`config.mk`:
```
export PLATFORM = sky130hd
export DESIGN_NAME = semaforo_ctrl
export DESIGN_NICKNAME = d
export VERILOG_FILES = /design/src/rtl/semaforo_pkg.sv /design/src/rtl/semaforo_rr.sv /design/src/rtl/semaforo_ctrl.sv
export SDC_FILE = /design/constraint.sdc
export NUM_CORES = 1
export LEC_CHECK = 0
export BUFFER_PORTS_ARGS = -buffer_cell sky130_fd_sc_hd__buf_4
export CORE_AREA = 10 10 47 49
export DETAILED_ROUTE_END_ITERATION = 8
export DIE_AREA = 0 0 57 59
export PLACE_DENSITY = 0.68
export SLEW_MARGIN = 20
export SYNTH_ARGS = -nofsm -noshare
export SYNTH_HDL_FRONTEND = slang
export SYNTH_SLANG_ARGS = --single-unit
```
`constraint.sdc`:
```
create_clock -name clk -period 1.9 [get_ports clk]
set_clock_uncertainty 0.15 [all_clocks]
set_input_delay 0.19 -clock clk [delete_from_list [all_inputs] [get_ports clk]]
set_output_delay 0.19 -clock clk [all_outputs]
set_load 0.005 [all_outputs]
```
`src/rtl/semaforo_pkg.sv`:
```
// Shared types and helpers for the semaforo traffic-light controller.
package semaforo_pkg;

    typedef enum logic [1:0] {GREEN, YELLOW, ALL_RED} fase_t;

    localparam int MAX_WAYS = 8;

    function automatic logic [MAX_WAYS-1:0] onehot(input logic [2:0] idx);
        onehot = '0;
        onehot[idx] = 1'b1;
    endfunction

endpackage

```
`src/rtl/semaforo_rr.sv`:
```
// Round-robin selector: first pending approach after the active one, with wrap-around.
module semaforo_rr #(
    parameter  int N_WAYS = 2,
    localparam int AW     = (N_WAYS > 1) ? $clog2(N_WAYS) : 1
) (
    input  logic [N_WAYS-1:0] pend,
    input  logic [AW-1:0]     active,
    output logic [AW-1:0]     next
);

    logic          found;
    logic [AW-1:0] idx;

    always_comb begin
        next  = active;
        found = 1'b0;
        idx   = '0;
        for (int k = 1; k < N_WAYS; k++) begin
            idx = AW'((int'(active) + k) % N_WAYS);
            if (!found && pend[idx]) begin
                next  = idx;
                found = 1'b1;
            end
        end
    end

endmodule

```
`src/rtl/semaforo_ctrl.sv`:
```
// Timed round-robin traffic-light controller for N approaches (registered Moore FSM).
// Define SEMAFORO_ALL_RED_EN to insert an all-red clearance phase after yellow.
module semaforo_ctrl
    import semaforo_pkg::*;
#(
    parameter  int N_WAYS      = 2,
    parameter  int T_GREEN_MIN = 4,
    parameter  int T_GREEN_MAX = 12,
    parameter  int T_YELLOW    = 2,
    parameter  int T_ALL_RED   = 1,
    localparam int AW          = (N_WAYS > 1) ? $clog2(N_WAYS) : 1
) (
    input  logic              clk,
    input  logic              reset,
    input  logic [N_WAYS-1:0] car,
    output logic [N_WAYS-1:0] green,
    output logic [N_WAYS-1:0] yellow,
    output logic [N_WAYS-1:0] red,
    output logic [AW-1:0]     active
);

    localparam int T_GY  = (T_GREEN_MAX > T_YELLOW) ? T_GREEN_MAX : T_YELLOW;
    localparam int T_ALL = (T_GY > T_ALL_RED) ? T_GY : T_ALL_RED;
    localparam int TW    = $clog2(T_ALL + 1);

    localparam logic [TW-1:0] TG_MIN_L = TW'(T_GREEN_MIN - 1);
    localparam logic [TW-1:0] TG_MAX_L = TW'(T_GREEN_MAX - 1);
    localparam logic [TW-1:0] TY_L     = TW'(T_YELLOW - 1);
`ifdef SEMAFORO_ALL_RED_EN
    localparam logic [TW-1:0] TAR_L    = TW'(T_ALL_RED - 1);
`endif

    fase_t             state_q, state_d;
    logic [AW-1:0]     active_q, active_d;
    logic [AW-1:0]     next_q, next_d;
    logic [TW-1:0]     timer_q, timer_d;
    logic [N_WAYS-1:0] pend_q, pend_d;

    logic [MAX_WAYS-1:0] oh;
    logic [N_WAYS-1:0]   oh_n;
    logic [AW-1:0]       rr_next;
    logic                other;

    semaforo_rr #(.N_WAYS(N_WAYS)) u_rr (
        .pend   (pend_q),
        .active (active_q),
        .next   (rr_next)
    );

    always_comb begin
        oh    = onehot(3'(active_q));
        oh_n  = oh[N_WAYS-1:0];
        other = |(pend_q & ~oh_n);
    end

    // The way holding green never accumulates a request of its own.
    always_comb begin
        pend_d = '0;
        for (int i = 0; i < N_WAYS; i++) begin
            pend_d[i] = (pend_q[i] | car[i]) & ~(state_q == GREEN && active_q == AW'(i));
        end
    end

    always_comb begin
        state_d  = state_q;
        active_d = active_q;
        next_d   = next_q;
        timer_d  = timer_q;
        case (state_q)
            GREEN: begin
                timer_d = (timer_q == TG_MAX_L) ? timer_q : timer_q + 1'b1;
                if (other && timer_q >= TG_MIN_L && (!car[active_q] || timer_q == TG_MAX_L)) begin
                    state_d = YELLOW;
                    timer_d = '0;
                    next_d  = rr_next;
                end
            end
            YELLOW: begin
                timer_d = timer_q + 1'b1;
                if (timer_q == TY_L) begin
                    timer_d = '0;
`ifdef SEMAFORO_ALL_RED_EN
                    state_d = ALL_RED;
`else
                    state_d  = GREEN;
                    active_d = next_q;
`endif
                end
            end
`ifdef SEMAFORO_ALL_RED_EN
            ALL_RED: begin
                timer_d = timer_q + 1'b1;
                if (timer_q == TAR_L) begin
                    timer_d  = '0;
                    state_d  = GREEN;
                    active_d = next_q;
                end
            end
`endif
            default: begin
                state_d = GREEN;
                timer_d = '0;
            end
        endcase
    end

    always_ff @(posedge clk or posedge reset) begin
        if (reset) begin
            state_q  <= GREEN;
            active_q <= '0;
            next_q   <= '0;
            timer_q  <= '0;
            pend_q   <= '0;
        end else begin
            state_q  <= state_d;
            active_q <= active_d;
            next_q   <= next_d;
            timer_q  <= timer_d;
            pend_q   <= pend_d;
        end
    end

    always_comb begin
        green  = '0;
        yellow = '0;
        red    = '1;
        case (state_q)
            GREEN: begin
                green = oh_n;
                red   = ~oh_n;
            end
            YELLOW: begin
                yellow = oh_n;
                red    = ~oh_n;
            end
            default: ;
        endcase
        active = active_q;
    end

endmodule

```
Word level (Yosys, flattened, before mapping)
Index checks and enable logic that the tools add are counted.
{"block": "totals", "ff_bits": 10, "out_inout_bits": 7, "wordCells": 57}
{"block": "op_classes", "add_sub_neg": 2, "n_lt_le_gt_ge": 5, "n_eq_ne": 6, "n_mux": 17, "n_bitwise": 9, "n_reduce_logical": 13}
{"cell": "2-to-1 mux 4 bit", "count": 3}
{"cell": "2-to-1 mux 2 bit", "count": 5}
{"cell": "one-hot mux 4 bit (2 select lines)", "count": 1}
{"cell": "2-to-1 mux 1 bit", "count": 6}
{"cell": "AND reduction 2 bit", "count": 3}
{"cell": "logical AND 1 bit", "count": 5}
{"cell": "adder 4 x 1 -> 4 bit, second input constant", "count": 1}
{"cell": "== test 4 x 1 -> 1 bit, second input constant", "count": 1}
{"cell": "== test 4 bit, second input constant", "count": 1}
{"cell": ">= comparator 4 x 2 -> 1 bit, second input constant", "count": 1}
{"cell": "< comparator 1 x 2 -> 1 bit, second input constant", "count": 2}
{"cell": "< comparator 1 x 4 -> 1 bit, second input constant", "count": 1}
{"cell": "one-hot mux 2 bit (2 select lines)", "count": 1}
{"cell": "OR reduction 2 bit", "count": 2}
{"cell": "!= test 3 x 2 -> 1 bit, second input constant", "count": 1}
{"cell": "NOT 1 bit", "count": 3}
{"cell": "bitwise AND 1 bit", "count": 2}
{"cell": "bitwise AND 2 bit", "count": 1}
{"cell": "== test 2 x 1 -> 1 bit, second input constant", "count": 1}
{"cell": "logical NOT 2 bit", "count": 1}
{"cell": "!= test 2 x 1 -> 1 bit, second input constant", "count": 1}
{"cell": "!= test 2 bit, second input constant", "count": 1}
{"cell": "NOT 2 bit", "count": 1}
{"cell": "bitwise OR 1 bit", "count": 2}
{"cell": "5 further kinds", "count": 5}

Depth between registers and ports, before layout
Gate-level depths: netlist of the first run.
{"block": "depth", "ltp_word": 11, "ltp_mapped": 5}

Hierarchy
Synthesis of the first run repeated with hierarchy kept, for this count alone.
{"block": "hier_totals", "hier_cells": 57, "hier_area_um2": 583.1}
{"module": "semaforo_ctrl", "n_inst": 1, "cells_each": 55, "area_each_um2": 569.3, "seq_area_each_um2": 225.2}
{"module": "semaforo_rr", "n_inst": 1, "cells_each": 2, "area_each_um2": 13.8, "seq_area_each_um2": 0.0}

Worst setup path after synthesis of the first run
OpenSTA, ideal clock, no wires.
{"block": "synth_path", "kind": "flip-flop to flip-flop", "start": "reg active_q, in the netlist active", "end": "reg next_q", "setup_ns": 0.125, "arrival_time_ns": 1.548, "required_time_ns": 1.625, "setup_slack_ns": 0.077, "path_stages_with_launch": 5, "n_path_buf": 1, "synth_period_minus_slack_ns": 1.823, "cell_sequence": "dfrtp_1 buf_6 mux2_4 a2111oi_4 mux2_4"}
{"block": "synth_via", "elab_chain_len": 10, "word_cells_on_any_way": 19, "cone_classes": "add/sub: 1; order compare: 2; mux: 7; bitwise: 2; reduce/logical: 7"}
{"item": "from (decl)", "line_no": "semaforo_ctrl.sv:34", "rtl": "logic [AW-1:0] active_q, active_d;"}
{"item": "from (signal assigned)", "line_no": "semaforo_ctrl.sv:116", "rtl": "active_q <= active_d;"}
{"item": "< comparator 1 x 4 -> 1 bit (implied by the code) / >= comparator 1 bit (equally long branches)", "line_no": "semaforo_pkg.sv:10", "rtl": "onehot[idx] = 1'b1;"}
{"item": "logical AND 1 bit (implied by the code)", "line_no": "semaforo_pkg.sv:10"}
{"item": "2-to-1 mux 1 bit (implied by the code)", "line_no": "semaforo_pkg.sv:10"}
{"item": "demux 1 bit (select 1 bit)", "line_no": "semaforo_pkg.sv:10"}
{"item": "NOT 2 bit", "line_no": "semaforo_ctrl.sv:53", "rtl": "other = |(pend_q & ~oh_n);"}
{"item": "bitwise AND 2 bit", "line_no": "semaforo_ctrl.sv:53"}
{"item": "OR reduction 2 bit", "line_no": "semaforo_ctrl.sv:53"}
{"item": "logical AND 1 bit (2 in a row)", "line_no": "semaforo_ctrl.sv:72", "rtl": "if (other && timer_q >= TG_MIN_L && (!car[active_q] || timer_q == TG_MAX_L)) begin"}
{"item": "AND reduction 2 bit (no line)"}
{"item": "to (signal assigned)", "line_no": "semaforo_ctrl.sv:117", "rtl": "next_q <= next_d;"}
{"item": "to (decl)", "line_no": "semaforo_ctrl.sv:35", "rtl": "logic [AW-1:0] next_q, next_d;"}
Parallel ways exist; a longest one is shown, timed or not. The select of a mux whose other input is x is not followed.
A chain may end at the register's enable or synchronous reset.

Worst setup path in the final report of the first run
{"block": "layout_path", "start": "reg timer_q[0]", "end": "reg next_q"}
{"block": "layout_via", "elab_chain_len": 4, "word_cells_on_any_way": 6, "cone_classes": "order compare: 1; eq/ne: 1; reduce/logical: 4"}
{"item": "from (decl)", "line_no": "semaforo_ctrl.sv:36", "rtl": "logic [TW-1:0] timer_q, timer_d;"}
{"item": "from (signal assigned)", "line_no": "semaforo_ctrl.sv:118", "rtl": "timer_q <= timer_d;"}
{"item": ">= comparator 4 x 2 -> 1 bit / == test 4 bit (equally long branches)", "line_no": "semaforo_ctrl.sv:72"}
{"item": "logical AND 1 bit / logical OR 1 bit (equally long branches)", "line_no": "semaforo_ctrl.sv:72"}
{"item": "logical AND 1 bit *", "line_no": "semaforo_ctrl.sv:72"}
{"item": "AND reduction 2 bit (no line) *"}
Mark *: on every way between the ends. The rest lies on a longest branch, timed or not.

==> flow_summary.ini, run 1 <==
[floorplan]
dieArea_um2 = 3360
die_y_um = 59
io_pins = 11
core_area_um2 = 1400
rows = 14
start_util_pct = 41.3
die_w_um = 57

[sta]
max_freq_ghz = 0.550
slew_headroom_pct = 54.7
fin_ws_ns = 0.0804
setup_viol = 0
fin_setup_tns_ns = 0
finalHoldWorstSlack_ns = 0.0234
fin_crit_sh_pct = 95.8
worst_pin_slew_ns = 0.670
rsz0062_at_grt = false
hold_viol_final = 0
drv_slew = 0
fin_crit_ns = 1.82

[worst_setup_path]
start_kind = register
r2r_slack_ns = 0.08
crit_required_ns = 1.90
cp.arrival_ns = 1.82
crit_type = register to register
worstPathMaxFanout = 5
critPathCaptureType = register

[final_layout]
diodes = 0
fin_cells = 90
final_common_cell = buf_4
drive_gt1_share_pct = 31.1
layout_common_cells = 14 x buf_4, 11 x nor2_1, 9 x dfrtp_1, 7 x inv_1
area_growth_pct = 23.5
nets = 81

[power_and_ir_drop]
intPower_uw = 747
switching_share_pct = 41.8
ir_drop_mv = 0.763
clkPwrFrac_pct = 11.6
combPwrFrac_pct = 56.4
p_per_area_nw_per_um2 = 1800
p_seq_share_pct = 32.0
p_leak_uw = 0.000329
p_sw_uw = 538

[clock_network]
cts_buffer_depth = 2
cts_buffers = 3
clk_latency_ns = 0.26
cts_setup_buffers = 0
cts-htree-levels = 1
numClockSinks = 9
cts_tree = yes
cts_root_buf = clkbuf_4
path_clk_slew_ns = 0.06

[global_route]
globalRouteOverflowTotal = 0
grt_pass1_wl_um = 2130
met3_usage_pct = 2.58
met1_usage_pct = 8.80
antenna_found_initial = 0
grtUsageMet2_pct = 12.6
busiest_layer = met2
grt.total_usage_pct = 7.82
first_global_vias = 490
grt_max_degree = 10

[drt]
antenna_left = 0
drc = 0
num_vias = 466
dr.pass1.iters = 4
viasPerCell = 5.18
first_iter_violations = 3
routed_wl_um = 1280
wire_per_inst_um = 14.2

[synthesis]
postSynthAreaPerCell_um2 = 9.82
synth_warnings = 0
synth.yosys.seq_area_share_pct = 38.9
ys_types = 29
netlist_instances = 59
mappedNetlistArea_um2 = 579
ys_seq_elements = 9
syn_nets = 65

[placement]
pre_cts_slack_ns = 0.0856
place_inst = 85
hpwl_um = 1000
io_buffers = 10
place_congestion = 0.858

[worst_hold_path]
min_path_type = input pin to register

[flow_run]
cap_violations = 0

[status]
outcome = complete, no violations
## stage by stage
| step | util (%) | instance area, µm² | total power (µW) |
|---|---|---|---|
| 6_report | 51.1 | 716 | 1280 |
| 3_5_place_dp | 48.0 | 673 | 1110 |
| 4_1_cts | 50.6 | 709 | 1270 |
| 2_1_floorplan | - | 579 | 875 |
| 3_3_place_gp | 48.0 | 673 | 1090 |
| 5_1_grt | 51.1 | 716 | 1390 |
## final cells by class
class	count	area (µm²)
clock buffers	4	26.3
multi-input cells	39	303
fillers	138	686
well taps	16	20.0
inverters	7	26.3
flip-flops and latches	9	225
repair buffers	15	115
## flip-flops by register name (all words and copies together), names as in the netlist
name	count
active	1
pend_q	2
next_q	1
timer_q	4
state_q	1
## metal layers
metal  share of wire, %  routed length (µm)  up-vias
met4                2.1                  27        0
met5                  0                   0        -
met1                 45                 577      222
met2                 50                 641        6
met3                2.7                  35        3
li1                   -                   -      235
## synth_stat cells (all sizes together)
| master | number | area (µm²) |
|---|---|---|
| nand3b | 1 | 7.51 |
| a21o | 1 | 7.51 |
| mux2i | 1 | 13.8 |
| mux2 | 2 | 30.0 |
| o21a | 1 | 7.51 |
| buf | 4 | 31.3 |
| nor2b | 1 | 6.26 |
| o32ai | 1 | 8.76 |
| o31ai | 1 | 7.51 |
| o21ai | 1 | 5.00 |
| o211ai | 1 | 7.51 |
| ha | 2 | 25.0 |
| a41oi | 1 | 8.76 |
| a2111oi | 2 | 36.3 |
| or2 | 1 | 6.26 |
| nor3 | 1 | 10.0 |
| dfrtp | 9 | 225 |
| nor4bb | 2 | 20.0 |
| nand2 | 3 | 11.3 |
| a21oi | 1 | 5.00 |
| a311o | 1 | 10.0 |
| xnor2 | 1 | 8.76 |
| nor2 | 11 | 41.3 |
| a22oi | 1 | 7.51 |
| nand3 | 1 | 5.00 |
| inv | 7 | 26.3 |
## kinds of logic (layout without fill, tap and decap cells)
logic type / count (synthesis) / in the layout / synth area share (%)
fa+ha+maj: 2 / 2 / 4.32
buf+inv: 11 / 26 / 9.93
xor+xnor: 1 / 1 / 1.51
compound gates: 12 / 12 / 19.2
mux: 3 / 3 / 7.56
simple gates: 21 / 21 / 18.6
flops: 9 / 9 / 38.9
## final timing paths
check,from,endpoint,cells after the start
worst max-delay path,timer_q[0]$_DFFE_PP0P_,next_q$_DFFE_PP0P_,4
worst min-delay path,car[0],pend_q[0]$_DFF_PP0_,3
worst max register to register,timer_q[0]$_DFFE_PP0P_,next_q$_DFFE_PP0P_,4
worst min register to register,next_q$_DFFE_PP0P_,active$_DFFE_PP0P_,2
max in group asynchronous,reset,timer_q[3]$_DFFE_PP0P_,3
min in group asynchronous,reset,state_q[0]$_DFFE_PP0P_,3
## what timing repair did
action / 4_1_cts / 5_1_grt
setup endpoints to repair: 0 / 1
endpoints found under the hold margin: 9 / 0
hold buffers: 1 / 0
resized for setup: 0 / 2
## power groups by stage
stage	Sequential [µW]	Combinational (µW)	Clock (µW)
finish	411	724	149
CTS	407	702	157
floorplan	368	507	0
detailed placement	410	696	0
global placement	405	686	0
global route	428	799	163
## worst max-delay path: stages, from the launching register on
cell and delay, ns:
dfrtp_1 0.41, ha_1 0.26, nand3b_1 0.14, a2111oi_4 0.42, mux2_4 0.33
Note: power is estimated with default switching activity, not from simulation.
==> inputs of run 2 (changes only) <==
--- a/config.mk
+++ b/config.mk
@@ -5,11 +5,11 @@
 export SDC_FILE = /design/constraint.sdc
 export NUM_CORES = 1
 export LEC_CHECK = 0
+export ABC_AREA = 1
 export BUFFER_PORTS_ARGS = -buffer_cell sky130_fd_sc_hd__buf_4
 export CORE_AREA = 10 10 47 49
 export DETAILED_ROUTE_END_ITERATION = 8
 export DIE_AREA = 0 0 57 59
-export PLACE_DENSITY = 0.68
 export SLEW_MARGIN = 20
 export SYNTH_ARGS = -nofsm -noshare
 export SYNTH_HDL_FRONTEND = slang
==> run 2 against run 1 <==
Sequential power barely moved. Clock-buffer cell count did not move. Combinational power decreased by 15%. Power shrank 9.1%. Register-to-register slack better by 0.35 ns. Utilization is 3.7 points lower. Synthesized cell count increased by 19%. First-iteration DRC count rose by 33%. Via count decreased by 2.1%. Critical path depth is 1 lower. Critical endpoint is now green[1].
==> flow_summary.ini, run 2 <==
[synthesis]
synth_warnings = 0
postSynthAreaPerCell_um2 = 7.83
ys_types = 18
synth-edff-count = 0
synth_top_area_cell = dfrtp_1
synth_top_family_by_area = simple AND/OR/NAND/NOR gates
ys_seq_elements = 9
synth_area_leaders = dfrtp_1 41%, nand2_1 11%, nand3_1 6.4%
synth_fa_ha_area_share_pct = 4.57
netlist_instances = 70
synth.most_common_cell = nand2_1
synth_commonest_cells = 16 x nand2_1, 9 x dfrtp_1, 8 x inv_1, 8 x nor2_1, 7 x nand3_1
synthSimpleGateAreaFrac_pct = 38.6
synth.yosys.seq_area_share_pct = 41.1
mappedNetlistArea_um2 = 548
ys.flop_type = dfrtp_1
synth_top_area_share_pct = 41.1
synth_xor_area_share_pct = 1.60
synthMuxAreaShare_pct = 0
async_flop_share_pct = 100
synth_compound_area_share_pct = 4.57
syn_nets = 76

[worst_setup_path]
r2r-start = timer_q[0]$_DFFE_PP0P_
crit_start = active$_DFFE_PP0P_
r2r_slack_ns = 0.43
worstPathMaxFanout = 9
r2r-end = timer_q[1]$_DFFE_PP0P_
crit_type = register to primary output
critPathCaptureType = primary output
crit_required_ns = 1.56
cp.arrival_ns = 1.14
r2r_cells = 8
start_kind = register

[floorplan]
die_y_um = 59
rows = 14
dieArea_um2 = 3360
core_area_um2 = 1400
die_w_um = 57
io_pins = 11
start_util_pct = 39.1

[global_route]
grt_pass1_wl_um = 1910
antenna_found_initial = 0
grt_max_degree = 10
grt.total_usage_pct = 7.09
globalRouteOverflowTotal = 0
first_global_vias = 451

[power_and_ir_drop]
p_leak_uw = 0.000356
ir_drop_mv = 0.770
p_per_area_nw_per_um2 = 1760

[clock_network]
cts-resized-gates = 0
path_clk_slew_ns = 0.06
cts_buffer_depth = 2
hold_buffers = 1
cts_root_buf = clkbuf_4
cts_tree = yes
numClockSinks = 9
cts_buffers = 3
clk_latency_ns = 0.25
cts-htree-levels = 1
cts_setup_buffers = 0

[sta]
max_freq_ghz = 0.677
fin_crit_sh_pct = 77.8
fin_crit_ns = 1.48
drv_slew = 0
setup_viol = 0
hold_viol_final = 0
worst_pin_slew_ns = 0.327
rsz0062_at_grt = false
slew_headroom_pct = 78.2
fin_setup_tns_ns = 0

[final_layout]
final_common_cell = nand2_1
top_register = timer_q
diodes = 0
largest_reg_flops = 4
drive_gt1_share_pct = 28.9
top_regs = timer_q: 4 flops, pend_q: 2 flops
area_growth_pct = 21.2
final_util_pct = 47.4
multi_input_area_um2 = 270
seqCellArea_um2 = 225
final_area_um2 = 664
layout_common_cells = 16 x nand2_1, 10 x buf_4, 9 x dfrtp_1, 8 x nor2_1, 8 x inv_1
nets = 90
fill_cells = 149

[drt]
num_vias = 456
wire_per_inst_um = 10.5
routed_wl_um = 1040
first_iter_violations = 4
antenna_left = 0
dr.pass1.iters = 4
viasPerCell = 4.61
drc = 0

[worst_hold_path]
hold_start = car[0]
min_delay_worst_endpoint = pend_q[0]$_DFF_PP0_
hold_depth = 3
min_path_type = input pin to register

[placement]
place_congestion = 0.740
hpwl_um = 859
placed_area_um2 = 628
io_buffers = 10

[status]
outcome = complete, no violations

[flow_run]
cap_violations = 0
## run 2: worst max-delay path by stage
stage,end,slack [ns],cells after the start
after floorplan,timer_q[1]$_DFFE_PP0P_,0.52,9
final,green[1],0.42,3
after global placement,timer_q[1]$_DFFE_PP0P_,0.43,8
after CTS,timer_q[1]$_DFFE_PP0P_,0.41,7
after detailed placement,timer_q[1]$_DFFE_PP0P_,0.43,7
after global routing,timer_q[1]$_DFFE_PP0P_,0.24,8
## run 2: metrics by stage
stage	total power, µW	worst slack [ns]	instances	hold slack, ns
floorplan	855	0.524	70	-0.132
global placement	1030	0.426	94	0.0183
detailed placement	1040	0.431	94	0.0211
CTS	1190	0.409	99	0.0144
global route	1300	0.243	99	0.0257
finish	1170	0.423	99	0.0362
## run 2: critical path, cell delays in order, from the launching register on
cell and delay, ns:
dfrtp_1 0.49, inv_2 0.11, nor2_1 0.15, buf_4 0.14
## run 2: logic make-up after synthesis
group           count (synthesis)
flops                           9
buf+inv                        12
fa+ha+maj                       2
compound gates                  5
xor+xnor                        1
simple gates                   41
## run 2: final cells by class
cell class,count,area share (%)
multi-input cells,49,40.7
flip-flops and latches,9,33.9
repair buffers,11,12.8
inverters,10,5.65
clock buffers,4,3.95
well taps,16,3.01
## run 2: per-layer routing
metal,GRT usage (%),share of wire (%),wire [µm],vias to the layer above
li1,-,-,-,240
met1,8.34,48,494,209
met2,10.5,48,494,5
met3,1.72,3.8,39,2
met4,6.04,0.96,10,0
met5,0,0,0,-
## run 2: power breakdown
part	leakage [µW]	switching [µW]	total [µW]	internal [µW]
combinational	0.000235	347	618	271
clock	0.0000150	61.7	142	80.6
sequential	0.000106	119	408	289
total	0.000356	528	1170	640
==> inputs of run 3 (changes only) <==
==> constraint.sdc (replaced) <==
create_clock -name clk -period 1.5 [get_ports clk]
set_clock_uncertainty 0.15 [all_clocks]
set_input_delay 0.15 -clock clk [delete_from_list [all_inputs] [get_ports clk]]
set_output_delay 0.15 -clock clk [all_outputs]
set_load 0.005 [all_outputs]
==> run 3 against run 2 <==
Worst setup slack lost 0.35 ns. Final area is 9.2% higher. Clock power up 32%. Power rose by 37%. First-iteration DRC count decreased by 25%. Cell count increased by 4.0%. Sequential share of layout area is 2.5 points lower. Routed wire length grew 12%. Clock-buffer cell count unchanged. Utilization grew 4.4 points.
==> flow_summary.ini, run 3 (synthesis gave the netlist of run 2 again) <==
[status]
outcome = complete, no violations

[floorplan]
io_pins = 11
core_area_um2 = 1400
start_util_pct = 39.1
rows = 14
die_w_um = 57
die_y_um = 59
dieArea_um2 = 3360

[power_and_ir_drop]
p_per_area_nw_per_um2 = 2200
ir_drop_mv = 1.04
power_uw = 1590
combPwrFrac_pct = 55.9
p_leak_uw = 0.000375
p_sw_uw = 722
p_seq_share_pct = 32.4
switching_share_pct = 45.3
intPower_uw = 873
clkPwrFrac_pct = 11.8

[worst_setup_path]
critPathCaptureType = primary output
start_kind = register
r2r_slack_ns = 0.09
crit_required_ns = 1.20
r2r-start = timer_q[0]$_DFFE_PP0P_
crit_type = register to primary output
worstPathMaxFanout = 5
cp.arrival_ns = 1.13
r2r_cells = 6
r2r-end = active$_DFFE_PP0P_

[final_layout]
drive_gt1_share_pct = 35.6
top_regs = timer_q: 4 flops, pend_q: 2 flops
final_area_um2 = 726
multi_input_area_um2 = 294
fill_cells = 143
diodes = 0
nets = 94
largest_reg_flops = 4
area_growth_pct = 32.4
layout_common_cells = 14 x nand2_1, 12 x buf_4, 8 x nor2_1, 8 x inv_1
final_util_pct = 51.8
top_register = timer_q
seqCellArea_um2 = 228
final_common_cell = nand2_1

[global_route]
grt_max_degree = 10
first_global_vias = 420
globalRouteOverflowTotal = 0
grt.total_usage_pct = 7.12
grt_pass1_wl_um = 1840
antenna_found_initial = 0

[worst_hold_path]
min_path_type = input pin to asynchronous set/reset pin

[drt]
first_iter_violations = 3
viasPerCell = 4.50
wire_per_inst_um = 11.3
num_vias = 464
antenna_left = 0
drc = 0
dr.pass1.iters = 3
routed_wl_um = 1170

[clock_network]
cts_root_buf = clkbuf_4
cts-htree-levels = 1
cts_buffer_depth = 2
numClockSinks = 9
cts_buffers = 3
clk_latency_ns = 0.27
cts_setup_buffers = 0
cts_tree = yes
path_clk_slew_ns = 0.06

[sta]
fin_crit_sh_pct = 95.3
setup_viol = 0
finalHoldWorstSlack_ns = 0.246
max_freq_ghz = 0.700
drv_slew = 0
worst_pin_slew_ns = 0.338
rsz0062_at_grt = true
fin_crit_ns = 1.43
slew_headroom_pct = 77.5
hold_viol_final = 0

[placement]
hpwl_um = 896
io_buffers = 10
place_congestion = 0.719
placed_area_um2 = 643

[flow_run]
cap_violations = 0
-- run 3: cell count changes in the layout (fill, tap and decap cells not counted), sizes merged --
cell / delta
buf: +2
dlygate4sd3: +2
-- run 3: how the worst max path moves through the flow --
stage,from,end,slack (ns),cells after the start
after floorplan,timer_q[0]$_DFFE_PP0P_,timer_q[1]$_DFFE_PP0P_,0.12,9
after global placement,timer_q[1]$_DFFE_PP0P_,timer_q[1]$_DFFE_PP0P_,0.07,8
after detailed placement,timer_q[1]$_DFFE_PP0P_,timer_q[1]$_DFFE_PP0P_,0.03,8
after CTS,timer_q[1]$_DFFE_PP0P_,timer_q[1]$_DFFE_PP0P_,0.02,7
after global routing,timer_q[1]$_DFFE_PP0P_,timer_q[1]$_DFFE_PP0P_,-0.02,8
final,state_q[0]$_DFFE_PP0P_,green[0],0.07,3
-- run 3: layout make-up --
| type | count | area share [%] |
|---|---|---|
| multi-input combinational | 49 | 40.5 |
| clock buffer | 4 | 3.62 |
| sequential | 9 | 31.4 |
| inverter | 10 | 5.17 |
| tap | 16 | 2.76 |
| timing repair buffer | 15 | 16.6 |
-- run 3: critical path, cell delays in order, from the launching register on --
cell and delay, ns:
dfrtp_1 0.42, buf_4 0.18, nor2_1 0.14, buf_4 0.13
-- run 3: routing by layer --
metal	routed length [µm]	vias up	global-route usage [%]	share of wire, %
li1	-	247	-	-
met1	495	206	7.22	42
met2	595	6	11.8	51
met3	29	5	1.50	2.5
met4	45	0	7.05	3.9
met5	0	-	0	0
-- run 3: power by group through the flow --
stage	registers (µW)	logic [µW]	clock network [µW]
floorplan	490	593	0
global placement	489	863	0
detailed placement	491	870	0
CTS	485	882	194
global route	532	1010	199
finish	516	891	188
-- run 3: timing repair --
action,in CTS,in global routing
hold buffers,3,0
hold endpoints to repair,11,0
setup endpoints to repair,0,6
resized for setup,0,7
-- run 3: metrics by stage --
| step | setup TNS [ns] | std cells | setup WS, ns |
|---|---|---|---|
| after global routing | -0.0223 | 103 | -0.0223 |
| after detailed placement | 0 | 96 | 0.0341 |
| after global placement | 0 | 96 | 0.0715 |
| after CTS | 0 | 103 | 0.0231 |
| final | 0 | 103 | 0.0712 |
| after floorplan | 0 | 70 | 0.124 |
